`config.mk`:
```
export PLATFORM = sky130hd
export DESIGN_NAME = matrix_operand_loader
export DESIGN_NICKNAME = d
export VERILOG_FILES = /design/src/rtl/matrix_pkg.sv /design/src/rtl/mat3_reg_bank.sv /design/src/rtl/matrix_operand_loader.sv
export SDC_FILE = /design/constraint.sdc
export NUM_CORES = 1
export LEC_CHECK = 0
export BUFFER_PORTS_ARGS = -buffer_cell sky130_fd_sc_hd__buf_4
export CAP_MARGIN = 30
export CORE_MARGIN = 2
export CORE_UTILIZATION = 54
export DETAILED_ROUTE_END_ITERATION = 10
export PLACE_DENSITY = 0.8
export REMOVE_ABC_BUFFERS = 1
export SKIP_LAST_GASP = 1
export SYNTH_ARGS = -nofsm -noshare
export SYNTH_HDL_FRONTEND = slang
export SYNTH_SLANG_ARGS = --single-unit
```
`constraint.sdc`:
```
create_clock -name clk -period 3.4 [get_ports clk]
set_input_delay 0.68 -clock clk [delete_from_list [all_inputs] [get_ports clk]]
set_output_delay 0.68 -clock clk [all_outputs]
set_load 0.02 [all_outputs]
```
`src/rtl/matrix_pkg.sv`:
```
// matrix_pkg: shared constants and types for the 3x3 Calculator datapath.
// Used by the operand loader, Calculator and their benches.
package matrix_pkg;

    localparam int MAT_DIM    = 3;
    localparam int MAT_ELEMS  = 9;
    localparam int LOAD_ELEMS = 18;
    localparam int DEF_DATA_W = 16;

    typedef enum logic [1:0] {
        LOAD,
        FIRE,
        HOLD
    } ld_state_e;

    // Stream position 0..17 -> slot 0..8 inside the A or B bank.
    function automatic logic [3:0] bank_idx(input logic [4:0] k);
        return (k < 5'(MAT_ELEMS)) ? k[3:0] : 4'(k - 5'(MAT_ELEMS));
    endfunction

endpackage

```
`src/rtl/mat3_reg_bank.sv`:
```
// mat3_reg_bank: nine DATA_W registers holding one row-major 3x3 matrix.
// Ports: clk, rst_n (async low), clr_i (sync zero), we_i/idx_i/d_i write, q_o all slots.
module mat3_reg_bank
    import matrix_pkg::*;
#(
    parameter int DATA_W = DEF_DATA_W
) (
    input  logic                              clk,
    input  logic                              rst_n,
    input  logic                              clr_i,
    input  logic                              we_i,
    input  logic [3:0]                        idx_i,
    input  logic [DATA_W-1:0]                 d_i,
    output logic [MAT_ELEMS-1:0][DATA_W-1:0]  q_o
);

    logic [MAT_ELEMS-1:0][DATA_W-1:0] mem_q;

    always_ff @(posedge clk or negedge rst_n) begin
        if (!rst_n) begin
            mem_q <= '0;
        end else if (clr_i) begin
            mem_q <= '0;
        end else if (we_i) begin
            for (int i = 0; i < MAT_ELEMS; i++) begin
                if (idx_i == 4'(i)) begin
                    mem_q[i] <= d_i;
                end
            end
        end
    end

    assign q_o = mem_q;

endmodule

```
`src/rtl/matrix_operand_loader.sv`:
```
// matrix_operand_loader: streams 18 elements into A/B banks, fires the multiplier,
// then holds result_valid until acked. Ports: in_* handshake, A00..B22, enable/valid/ack, elem_count.
module matrix_operand_loader
    import matrix_pkg::*;
#(
    parameter int DATA_W       = DEF_DATA_W,
    parameter int MULT_LATENCY = 1
) (
    input  logic              clk,
    input  logic              rst_n,
    input  logic              clear,
    input  logic              in_valid,
    input  logic [DATA_W-1:0] in_data,
    output logic              in_ready,
    output logic [DATA_W-1:0] A00, A01, A02,
    output logic [DATA_W-1:0] A10, A11, A12,
    output logic [DATA_W-1:0] A20, A21, A22,
    output logic [DATA_W-1:0] B00, B01, B02,
    output logic [DATA_W-1:0] B10, B11, B12,
    output logic [DATA_W-1:0] B20, B21, B22,
    output logic              enable_multiplication,
    output logic              result_valid,
    input  logic              result_ack,
    output logic [4:0]        elem_count
);

    if (MULT_LATENCY < 1) begin : g_bad_latency
        $error("MULT_LATENCY must be >= 1");
    end

    localparam int LAT_W = (MULT_LATENCY > 1) ? $clog2(MULT_LATENCY) : 1;
    localparam logic [LAT_W-1:0] LAT_INIT = LAT_W'(MULT_LATENCY - 1);

    ld_state_e  state_q, state_d;
    logic [4:0] cnt_q, cnt_d;
    logic [LAT_W-1:0] lat_q, lat_d;

    logic       accept;
    logic       in_b;
    logic [3:0] widx;
    logic [MAT_ELEMS-1:0][DATA_W-1:0] a_q, b_q;

    // clear wins over an element arriving in the same cycle.
    assign in_ready = (state_q == LOAD);
    assign accept   = in_valid & in_ready & ~clear;
    assign in_b     = (cnt_q >= 5'(MAT_ELEMS));
    assign widx     = bank_idx(cnt_q);

    always_comb begin
        state_d = state_q;
        cnt_d   = cnt_q;
        lat_d   = lat_q;
        unique case (state_q)
            LOAD: begin
                if (accept) begin
                    cnt_d = cnt_q + 5'd1;
                    if (cnt_q == 5'(LOAD_ELEMS - 1)) begin
                        state_d = FIRE;
                        lat_d   = LAT_INIT;
                    end
                end
            end
            FIRE: begin
                if (lat_q == '0) begin
                    state_d = HOLD;
                end else begin
                    lat_d = lat_q - LAT_W'(1);
                end
            end
            HOLD: begin
                if (result_ack) begin
                    state_d = LOAD;
                    cnt_d   = '0;
                end
            end
            default: state_d = LOAD;
        endcase
        if (clear) begin
            state_d = LOAD;
            cnt_d   = '0;
            lat_d   = '0;
        end
    end

    always_ff @(posedge clk or negedge rst_n) begin
        if (!rst_n) begin
            state_q <= LOAD;
            cnt_q   <= '0;
            lat_q   <= '0;
        end else begin
            state_q <= state_d;
            cnt_q   <= cnt_d;
            lat_q   <= lat_d;
        end
    end

    mat3_reg_bank #(.DATA_W(DATA_W)) u_bank_a (
        .clk   (clk),
        .rst_n (rst_n),
        .clr_i (clear),
        .we_i  (accept & ~in_b),
        .idx_i (widx),
        .d_i   (in_data),
        .q_o   (a_q)
    );

    mat3_reg_bank #(.DATA_W(DATA_W)) u_bank_b (
        .clk   (clk),
        .rst_n (rst_n),
        .clr_i (clear),
        .we_i  (accept & in_b),
        .idx_i (widx),
        .d_i   (in_data),
        .q_o   (b_q)
    );

    // Decoded from state flops only, so reset drops them immediately.
    assign enable_multiplication = (state_q == FIRE);
    assign result_valid          = (state_q == HOLD);
    assign elem_count            = cnt_q;

    assign A00 = a_q[0];
    assign A01 = a_q[1];
    assign A02 = a_q[2];
    assign A10 = a_q[3];
    assign A11 = a_q[4];
    assign A12 = a_q[5];
    assign A20 = a_q[6];
    assign A21 = a_q[7];
    assign A22 = a_q[8];
    assign B00 = b_q[0];
    assign B01 = b_q[1];
    assign B02 = b_q[2];
    assign B10 = b_q[3];
    assign B11 = b_q[4];
    assign B12 = b_q[5];
    assign B20 = b_q[6];
    assign B21 = b_q[7];
    assign B22 = b_q[8];

endmodule

```
-- Word level (Yosys, flattened, before mapping)
Cells that the tools add are included.
- output and inout bits: 296
- flip-flop bits (word level): 296
- equality and inequality tests: 15
- bitwise operators: 6
- multiplexer cells: 29
- reductions and logical operators: 36
- $lt $le $gt $ge: 2
- add/subtract/negate cells: 3
- operator list (cell ; number):
    144-bit two-way mux ; 4
    16-bit two-way mux ; 9
    2-bit AND reduction ; 18
    2-bit nonzero test ; 11
    4-bit by 3-bit equality test with 1-bit output (second input constant) ; 4
    5-bit two-way mux ; 3
    2-bit two-way mux ; 5
    5-bit case mux with 2 select lines ; 1
    3-bit by 2-bit != test with 1-bit output (second input constant) ; 3
    4-bit by 2-bit equality test with 1-bit output (second input constant) ; 2
    2-bit case mux with 3 select lines ; 1
    3-bit AND reduction ; 2
    3-bit nonzero test ; 2
    5-bit by 1-bit adder with 5-bit output (second input constant) ; 1
    5-bit equality test (second input constant) ; 1
    5-bit by 4-bit greater-or-equal comparator with 1-bit output (second input constant) ; 1
    5-bit by 4-bit less-than comparator with 1-bit output (second input constant) ; 1
    1-bit bitwise AND ; 4
    4-bit by 1-bit equality test with 1-bit output (second input constant) ; 1
    4-bit equality test (second input constant) ; 1
    4-bit zero test ; 1
    1-bit two-way mux ; 4
    4-bit two-way mux ; 1
    4-bit AND reduction ; 1
    other kinds (8) ; 9

-- Longest topological paths before layout
- depth after elaboration: 6
- gate-level depth with buffers: 11
- mapped depth without buffers: 7

-- Hierarchy
A second synthesis with hierarchy kept.
- cell total of the unflattened synthesis: 1085
- area, all modules: 13429.1 um^2
- modules (own cells, without submodules) (module ; cells each ; area an instance (um^2) ; times used):
    mat3_reg_bank ; 509 ; 6441.2 ; 2
    matrix_operand_loader ; 67 ; 546.8 ; 1

-- Worst setup path before layout
No wires, ideal clock.
- kind: reg-to-reg
- start point: reg cnt_q[0], in the netlist elem_count[0]
- end point: reg u_bank_b.mem_q (netlist bit u_bank_b.q_o[62])
- cell stages (with the launch flop): 12
- setup time: 0.078 ns
- required time: 3.322 ns
- clock period less this slack: 2.631 ns
- slack: 0.769 ns
- data arrival time: 2.553 ns
- path through: dfrtp_1 -> buf_4 -> inv_1 -> ha_1 -> or2_2 -> o21ai_1 -> a22o_1 -> buf_2 -> buf_2 -> buf_1 -> nand3_1 -> a21oi_1
- longest elaborated chain between the ends: 5
- ends and longest elaborated chain (element ; RTL line ; source):
    from (decl) ; matrix_operand_loader.sv:35 ; logic [4:0] cnt_q, cnt_d;
    from (signal assigned) ; matrix_operand_loader.sv:92 ; cnt_q <= cnt_d;
    4-bit subtractor / 5-bit by 4-bit less-than comparator with 1-bit output (equally long branches) ; matrix_pkg.sv:18 ; return (k < 5'(MAT_ELEMS)) ? k[3:0] : 4'(k - 5'(MAT_ELEMS));
    4-bit two-way mux ; matrix_pkg.sv:18 ;
    4-bit by 2-bit equality test with 1-bit output ; mat3_reg_bank.sv:26 ; if (idx_i == 4'(i)) begin
    2-bit nonzero test (no source line) ; - ;
    2-bit AND reduction (no source line) * ; - ;
    to (signal, indexed assignment) ; mat3_reg_bank.sv:27 ; mem_q[i] <= d_i;
    to (decl) ; mat3_reg_bank.sv:17 ; logic [MAT_ELEMS-1:0][DATA_W-1:0] mem_q;
Mark *: on every way between the ends. The rest lies on a longest branch, timed or not.
A chain may end at the register's enable or synchronous reset.

-- Worst setup path after layout
- start point: reg cnt_q[1], in the netlist elem_count[1]
- end point: reg u_bank_a.mem_q (netlist bit u_bank_a.q_o[3])
- longest elaborated chain between the ends: 5
- ends and longest elaborated chain (element ; RTL line):
    4-bit subtractor, or another cell as far along ; matrix_pkg.sv:18
    4-bit two-way mux / 1-bit inverter (equally long branches) ; matrix_pkg.sv:18, matrix_operand_loader.sv:101
    4-bit zero test / 1-bit bitwise AND (equally long branches) ; mat3_reg_bank.sv:26, matrix_operand_loader.sv:101
    2-bit nonzero test (no source line) ; -
    2-bit AND reduction (no source line) * ; -
    to (signal, indexed assignment) ; mat3_reg_bank.sv:27
    to (decl) ; mat3_reg_bank.sv:17
Marks and branches as above.

==> out/metrics.cfg <==
[synth]
synth-seq-area-share_pct = 55.84
synth_top_area_cell = dfrtp_1
synth_area_leaders = dfrtp_1 56%, mux2i_1 8.6%, a21oi_1 6.2%
synth.distinct_cells = 58
async_flop_share_pct = 100.0
synth_cells = 1283
syn-cell-area_um2 = 13220
ys_seq_elements = 295
synth_edf_count = 0
synth_top_cell_area_share_pct = 55.84
synth_flop_cell = dfrtp_1
yosysWarnings = 0
syn_avg_cell_area_um2 = 10.30

[die]
ioPinCount = 317
start_util_pct = 54.68
core-area_um2 = 24180
rows = 57
die-area_um2 = 25750
die_w_um = 160.5
die_y_um = 160.5

[global_route]
grt_overflow_total = 0
antenna_found_initial = 0
grt_pass1_vias = 10720
gr-usage-all-layers_pct = 30.15
grt_pass1_wl_um = 61830
grt_max_degree = 196

[placed_design]
place.gp.congestion = 0.8542
dp_hpwl_um = 24780
port_buffers = 316
place_inst = 1824

[cells_and_area]
instances_no_fill = 1877
final_util_pct = 69.51
nNetsFinal = 1555
diodes = 0
drive_gt1_share_pct = 27.24
synthToLayoutAreaGrowth_pct = 27.14

[outcome]
status = complete, no violations

[drt]
drcViolationCount = 0
ant_nets = 0
via_count = 11170
wl_per_cell_um = 21.34
drt_iter0_markers = 1075
drtPass1Iterations = 5
wl_um = 40060
vias_per_cell = 5.949

[run]
max_cap_viol_count = 0

[timing]
rsz0062_at_grt = no
maxSlewHeadroom_pct = 29.04
max_freq_ghz = 0.3306
finalHoldViolations = 0
setup_viol = 0
fin_crit_sh_pct = 88.97
worstMarginPinSlew_ns = 1.064
period_minus_slack_ns = 3.025
final_max_slew_viol_count = 0
skew_ns = 0.01068

[pwr]
powerDensity_nw_per_um2 = 446.6
cellLeakagePower_nw = 8.122
p_sw_mw = 1.760
internal_power_mw = 5.746
swShare_pct = 23.44
ir_drop_uv = 381.5
pwr-share-clk_pct = 45.7
pwr-share-seq_pct = 47.3
power_frac_comb_pct = 7.0

[clock_network]
cts_buffers = 29
cts_root_buf = clkbuf_16
cts_sinks = 295
clock_path_buffers = 3
cts_setup_buffers = 0
clock_latency_ns = 0.55
cts_tree = done
postCtsHoldBufs = 0
h-tree-depth = 1
clk_pin_slew_worst_paths_ns = 0.06
ctsResizeCount = 0

[setup_path]
worstPathArrival_ns = 3.39
start_kind = flip-flop
crit_path_end_kind = flip-flop
path_class = flip-flop to flip-flop
cp_max_fo = 16
critical_path_required_ns = 3.76

[min_path]
hold_class = primary input to async pin

-- kinds of logic (layout without fill, tap and decap cells) --
family | after synthesis | count (layout) | share of synthesized area [%]
buffers and inverters | 131 | 401 | 4.316
muxes | 113 | 113 | 8.557
DFF | 295 | 295 | 55.84
xor gates and xnor gates | 2 | 2 | 0.1325
adders and majority gates | 3 | 3 | 0.2840
and+or+nand+nor | 367 | 367 | 15.61
AOI/OAI and AO/OA | 372 | 372 | 15.26
-- state kept, by name, summed over array words and instances (netlist names) --
signal,flops
u_bank_a.q_o,144
state_q,2
u_bank_b.q_o,144
elem_count,5
-- path summary, 6_finish.rpt --
check	depth (start not counted)	slack, ns	endpoint	startpoint
setup / recovery	7	0.37	u_bank_a.q_o[3]$_DFFE_PN0P_	elem_count[1]$_DFFE_PN0P_
setup reg to reg	7	0.37	u_bank_a.q_o[3]$_DFFE_PN0P_	elem_count[1]$_DFFE_PN0P_
hold reg to reg	2	0.52	u_bank_b.q_o[77]$_DFFE_PN0P_	u_bank_b.q_o[77]$_DFFE_PN0P_
hold / removal	1	0.06	u_bank_b.q_o[39]$_DFFE_PN0P_	rst_n
min in group clk	2	0.38	state_q[0]$_DFFE_PN0P_	clear
max in group asynchronous	2	2.46	u_bank_a.q_o[136]$_DFFE_PN0P_	rst_n
-- worst max-delay path: stages, from the launching register on --
cell	delay [ns]
dfrtp_1	0.65
inv_1	0.17
ha_1	0.28
o41a_4	0.43
nor3_4	0.37
nand2b_1	0.44
o21ai_0	0.37
a21oi_1	0.13
-- Yosys cell counts (5+ instances only) --
library cell	n
mux2i_1	113
nand2_1	8
nor2_1	59
buf_1	8
nor2b_1	6
buf_2	21
o21ai_1	34
o21ai_0	148
inv_1	5
buf_6	6
dfrtp_1	295
a21oi_1	164
nand3b_1	17
clkbuf_1	89
nand3_1	162
nand2b_1	83
-- placed cells by master, fill, tap and decap left out, types with 29 or more instances in the layout --
cell | Yosys | final
mux2i_1 | 113 | 113
o21ai_0 | 148 | 148
dfrtp_1 | 295 | 295
nor2_1 | 59 | 58
o21ai_1 | 34 | 34
nand3_1 | 162 | 162
nand2b_1 | 83 | 83
a21oi_1 | 164 | 164
buf_4 | 2 | 335
clkbuf_16 | 0 | 29
-- routing by layer --
metal	track usage, %	vias to the layer above	share of wire [%]
met3	6.844	82	8.8
li1	-	5015	-
met5	0	-	0
met2	46.32	521	47
met1	42.59	5549	41
met4	10.61	0	3.3
-- area by class of cell --
| cell class | instances | area, um^2 |
|---|---|---|
| tap | 324 | 405.4 |
| inverter | 5 | 18.77 |
| sequential | 295 | 7382 |
| clock buffer | 43 | 878.3 |
| clock inverter | 10 | 156.4 |
| fill | 1817 | 7371 |
| multi-input combinational | 857 | 5294 |
| timing repair buffer | 343 | 2671 |
-- per-stage QoR --
step	hold WS (ns)	total power, mW	setup WS, ns	instance area, um^2	TNS [ns]
floorplan	0.3844	3.801	-1.318	12670	-161.11
global placement	0.4937	4.124	0.5871	15730	0
detailed placement	0.5015	4.134	0.4665	15770	0
CTS	0.07381	7.545	0.4289	16810	0
global route	0.08852	7.728	0.2273	16810	0
finish	0.06348	7.505	0.3749	16810	0
-- power groups by stage --
stage | clock network [mW] | logic, mW | registers (mW)
floorplan | 0 | 0.160 | 3.64
global placement | 0 | 0.512 | 3.61
detailed placement | 0 | 0.520 | 3.61
CTS | 3.48 | 0.521 | 3.55
global route | 3.62 | 0.563 | 3.55
finish | 3.43 | 0.524 | 3.55
(Power assumes the default switching activity.)
